`src/rtl/qracc_pkg.sv`:
```
// Shared types for the QRAcc SRAM interface: sequencer states and the
// bundled pin views used by the parent when binding sram_itf.
package qracc_pkg;

  localparam int SRAM_ROWS = 128;
  localparam int SRAM_COLS = 32;
  localparam int SEQ_CNT_W = 8;

  typedef enum logic [2:0] {
    S_IDLE,
    S_PRECH,
    S_WLON,
    S_SENSE,
    S_DONE
  } sram_seq_state_t;

  typedef struct packed {
    logic [SRAM_ROWS-1:0] wl;
    logic                 pch;
    logic                 write;
    logic [SRAM_COLS-1:0] wr_data;
    logic [SRAM_COLS-1:0] csel;
    logic                 saen;
  } to_sram_t;

  typedef struct packed {
    logic [SRAM_COLS-1:0] sa_out;
  } from_sram_t;

endpackage

```
`src/rtl/sram_itf_responder.sv`:
```
// Slave end of sram_itf: takes one read/write request at a time and sequences
// precharge, wordline and sense phases on the array pins. All pins are flopped.
module sram_itf_responder
  import qracc_pkg::*;
#(
  parameter int numRows    = 128,
  parameter int numCols    = 32,
  parameter int PCH_CYCLES = 2,
  parameter int WL_CYCLES  = 2,
  parameter int SA_CYCLES  = 1,
  localparam int AW        = $clog2(numRows)
) (
  input  logic               clk,
  input  logic               nrst,
  input  logic               rq_wr_i,
  input  logic               rq_valid_i,
  output logic               rq_ready_o,
  output logic               rd_valid_o,
  output logic [numCols-1:0] rd_data_o,
  input  logic [numCols-1:0] wr_data_i,
  input  logic [AW-1:0]      addr_i,
  output logic [numRows-1:0] WL,
  output logic               PCH,
  output logic               WRITE,
  output logic [numCols-1:0] WR_DATA,
  output logic [numCols-1:0] CSEL,
  output logic               SAEN,
  input  logic [numCols-1:0] SA_OUT
);

  sram_seq_state_t state, state_d;
  logic [SEQ_CNT_W-1:0] cnt, cnt_d;
  logic               wr_q;
  logic [AW-1:0]      addr_q;
  logic [numCols-1:0] data_q;
  logic               in_range;

  logic [numRows-1:0] wl_d;
  logic               write_d;

  // Non-power-of-two arrays can be addressed past the last row.
  assign in_range = (int'(addr_q) < numRows);

  always_ff @(posedge clk or negedge nrst) begin
    if (!nrst) begin
      state <= S_IDLE;
      cnt   <= '0;
    end else begin
      state <= state_d;
      cnt   <= cnt_d;
    end
  end

  always_comb begin
    state_d = state;
    cnt_d   = cnt;
    case (state)
      S_IDLE: if (rq_valid_i) begin
        state_d = S_PRECH;
        cnt_d   = SEQ_CNT_W'(PCH_CYCLES - 1);
      end
      S_PRECH: if (cnt == '0) begin
        state_d = S_WLON;
        cnt_d   = SEQ_CNT_W'(WL_CYCLES - 1);
      end else cnt_d = cnt - SEQ_CNT_W'(1);
      S_WLON: if (cnt == '0) begin
        state_d = wr_q ? S_IDLE : S_SENSE;
        cnt_d   = SEQ_CNT_W'(SA_CYCLES - 1);
      end else cnt_d = cnt - SEQ_CNT_W'(1);
      S_SENSE: if (cnt == '0) state_d = S_DONE;
               else cnt_d = cnt - SEQ_CNT_W'(1);
      S_DONE:  state_d = S_IDLE;
      default: state_d = S_IDLE;
    endcase
  end

  // Pin values are derived from the next state so they flop in step with it.
  always_comb begin
    wl_d = '0;
    if (state_d == S_WLON && in_range) wl_d[addr_q] = 1'b1;
    write_d = (state_d == S_WLON) && wr_q && in_range;
  end

  always_ff @(posedge clk or negedge nrst) begin
    if (!nrst) begin
      wr_q       <= 1'b0;
      addr_q     <= '0;
      data_q     <= '0;
      rq_ready_o <= 1'b1;
      rd_valid_o <= 1'b0;
      rd_data_o  <= '0;
      WL         <= '0;
      PCH        <= 1'b0;
      WRITE      <= 1'b0;
      WR_DATA    <= '0;
      CSEL       <= '0;
      SAEN       <= 1'b0;
    end else begin
      if (state == S_IDLE && rq_valid_i) begin
        wr_q   <= rq_wr_i;
        addr_q <= addr_i;
        data_q <= wr_data_i;
      end
      if (state == S_SENSE && cnt == '0)
        rd_data_o <= in_range ? SA_OUT : '0;
      rq_ready_o <= (state_d == S_IDLE);
      rd_valid_o <= (state_d == S_DONE);
      WL         <= wl_d;
      PCH        <= (state_d == S_PRECH);
      WRITE      <= write_d;
      WR_DATA    <= write_d ? data_q : '0;
      CSEL       <= (state_d == S_WLON) ? '1 : '0;
      SAEN       <= (state_d == S_SENSE);
    end
  end

endmodule
```
`config.mk`:
```
export PLATFORM = sky130hd
export DESIGN_NAME = sram_itf_responder
export DESIGN_NICKNAME = d
export VERILOG_FILES = /design/src/rtl/qracc_pkg.sv /design/src/rtl/sram_itf_responder.sv
export SDC_FILE = /design/constraint.sdc
export NUM_CORES = 1
export LEC_CHECK = 0
export CORE_ASPECT_RATIO = 1.1
export CORE_UTILIZATION = 45
export CTS_CLUSTER_SIZE = 14
export DETAILED_ROUTE_END_ITERATION = 8
export GPL_ROUTABILITY_DRIVEN = 0
export PLACE_DENSITY = 0.82
export SETUP_SLACK_MARGIN = 0.4
export SYNTH_ARGS = -nofsm -noshare
export SYNTH_HDL_FRONTEND = slang
export SYNTH_SLANG_ARGS = --single-unit
```
`constraint.sdc`:
```
create_clock -name clk -period 2.73 [get_ports clk]
set_input_delay 0.546 -clock clk [delete_from_list [all_inputs] [get_ports clk]]
set_output_delay 0.546 -clock clk [all_outputs]
set_load 0.01 [all_outputs]
```
==> impl_metrics.csv <==
group,metric,value,unit
run_status,status,"complete, no violations",
yosys,syn_nets,733,
clocking,numCtsBuffers,25,
detailed_routing,drtPass1Iterations,4,
critical_path,cp_max_fo,16,
placed_design,place.port_buffers,303,
sta,grt_setup_unrepaired,"true",
clocking,cts_tree,"yes",
detailed_routing,postRouteAntennaNets,0,
sta,fin_ws,0.409,ns
sta,fin_tns_setup,0,ns
yosys,yosys.area.top_type,"dfrtp_1",
pwr,p_int,6.04,mW
clocking,h-tree-depth,1,
sta,setup_viol,0,
yosys,synth_ff_type,"dfrtp_1",
hold_path,hold_path_class,"flop to flop",
critical_path,cp.required,3.15,ns
yosys,netlist_area,9000,sq um
layout,num_antenna_cells,0,
detailed_routing,dr_total_vias,6137,
sta,tightest_slew,0.751,ns
layout,layout-drive-gt1-share,0.162,
yosys,async_reset_ff_frac,1.00,
sta,whs,0.467,ns
sta,period_needed,2.32,ns
yosys,syn_inst,656,
global_routing,grt_start_max_net_pins,71,
pwr,p_leak,6.00,nW
critical_path,critPathLaunch,"cnt[0]",
pwr,max-vdd-ir-drop,0.000478,V
flow_run,cap_violations,0,
placed_design,post-place-ws,0.331,ns
yosys,synth_cell_types,48,
floorplanning,core-area,19400,sq um
global_routing,antenna_found_initial,0,
yosys,synth_edf_count,0,
detailed_routing,drc,0,
layout,nets,1036,
layout,fin_area,13300,sq um
critical_path,reg2reg_slack,0.41,ns
clocking,cts_num_sinks,249,
pwr,power_frac_clock,0.459,
floorplanning,boundaryPins,304,
placed_design,hpwl,15100,microns
detailed_routing,vias_per_cell,5.02,
sta,maxSlewHeadroom,0.496,
pwr,p_seq_frac,0.496,
clocking,clockRootBuffer,"clkbuf_16",
critical_path,critical_path_class,"flop to flop",
pwr,power.switching,1.60,mW
yosys,netlist.area_leader.share,0.690,
floorplanning,dieHeight,150,microns
layout,instances_no_fill,1223,
critical_path,start_kind,"flop",
floorplanning,initial_core_util,0.465,
layout,area.growth.synth_to_final,47.6,%
pwr,sw_frac_of_total,0.209,
critical_path,crit_end,"WL[122]",
critical_path,reg2reg_to,"WL[122]",
placed_design,place_inst,1161,
floorplanning,placementRows,53,
global_routing,grt_pass1_wl,33600,microns
critical_path,crit_arrival,2.74,ns
placed_design,place_area,12100,sq um
detailed_routing,routed_wl,22900,microns
clocking,path_clk_slew,0.06,ns
critical_path,r2r_start,"cnt[0]",
sta,fmax,431,MHz
yosys,synthTopCellsByArea,"dfrtp_1 69%, mux2_2 8.0%, nor2_1 6.1%, buf_4 2.8%, and2_1 2.2%",
yosys,yosysSeqAreaShare,0.692,
floorplanning,die_area,20600,sq um
clocking,clk_path_buf_depth,3,
yosys,synth_warnings,0,
global_routing,grt.overflow.total,0,
critical_path,endpoint_kind,"flop",
global_routing,grt_pass1_vias,6107,
global_routing,grt_usage,0.215,
detailed_routing,drt_iter0_markers,308,
floorplanning,die_w,137,microns
yosys,yosysMostFrequentCell,"dfrtp_1",
sta,finalHoldViolCount,0,
detailed_routing,avgRoutedWirePerCell,18.7,microns
sta,fin_crit_sh,0.850,
yosys,synth_seq_cells,249,
yosys,avgSynthCellArea,13.7,sq um
pwr,p_per_area,575,nW/um^2
critical_path,reg2regPathDepth,8,
sta,report.final.slew_viol_count,0,
clocking,clk_latency,0.52,ns
yosys,synth_common_cells,"248 x dfrtp_1, 147 x nor2_1, 64 x mux2_2",
sta,clock_skew,0.0107,ns
pwr,power_frac_comb,0.045,
metal layers:
metal	up-vias	track usage	wire [microns]
met5	-	0	0
met4	0	0.0731	597
met3	42	0.0525	2000
met2	280	0.378	11900
met1	3070	0.259	8460
li1	2745	-	-
metrics by stage:
stage,total power [mW],utilization
detailed placement,4.20,0.625
floorplan,3.97,-
CTS,7.70,0.677
global placement,4.18,0.625
finish,7.64,0.686
global route,7.89,0.686
worst min path at each step:
stage                     from           to  slack, ns  depth (start not counted)
floorplan                 nrst     CSEL[30]       0.25                          0
CTS                  data_q[9]   WR_DATA[9]       0.47                          1
global route        data_q[22]  WR_DATA[22]       0.49                          1
finish               data_q[9]   WR_DATA[9]       0.47                          1
detailed placement        nrst      WL[104]       0.46                          1
global placement    data_q[28]  WR_DATA[28]       0.45                          1
state kept, by name, summed over array words and instances (netlist names):
register / count
WL: 128
WR_DATA: 32
data_q: 32
rd_data_o: 32
cnt: 8
addr_q: 7
state: 3
CSEL: 1
PCH: 1
SAEN: 1
WRITE: 1
rd_valid_o: 1
rq_ready_o: 1
wr_q: 1
worst max-delay path: stages (launching register included):
cell and delay (ns):
dfrtp_1 0.41, inv_2 0.08, ha_1 0.17, or4b_4 0.49, nor4b_4 0.36, clkbuf_16 0.24, o2111ai_4 0.14, buf_12 0.20
nor2_1 0.12
layout by cell type (no fill, tap or decap), drive strengths merged, types with 7 or more instances in the layout:
cell,count
clkbuf,37
nor2,147
nand2,18
mux2,71
nand3,10
a21oi,7
buf,26
and2,32
clkdlybuf4s50,302
o2111ai,7
inv,8
dfrtp,248
power by group through the flow:
stage                     Combinational (mW)  Sequential (mW)  Clock, mW
after CTS                              0.346             3.79       3.57
after global routing                   0.383             3.80       3.71
final                                  0.342             3.79       3.50
after floorplan                        0.119             3.85          0
after detailed placement               0.338             3.86          0
after global placement                 0.328             3.86          0
area by class of cell:
type	count	area, sq um
clock inverters	9	139
inverters	7	26.3
well taps	247	309
multi-input cells	345	2370
fillers	1355	6080
clock buffers	35	723
repair buffers	331	3480
flip-flops and latches	249	6230
repair_timing:
item	CTS	global route
gates resized for setup	7	9
endpoints found under the setup margin	111	142
hold buffers	1	0
cloned	1	4
pin swaps	3	5
hold endpoints to repair	43	0
setup buffers	7	5
cell families after synthesis:
kind of cell,Yosys count,share of synthesized area
simple gates,233,0.121
fa+ha+maj,2,0.00278
flops,249,0.692
buf+inv,63,0.0488
compound gates,37,0.0452
xor+xnor,1,0.000973
mux,71,0.0888
Note: power is estimated with default switching activity, not from simulation.
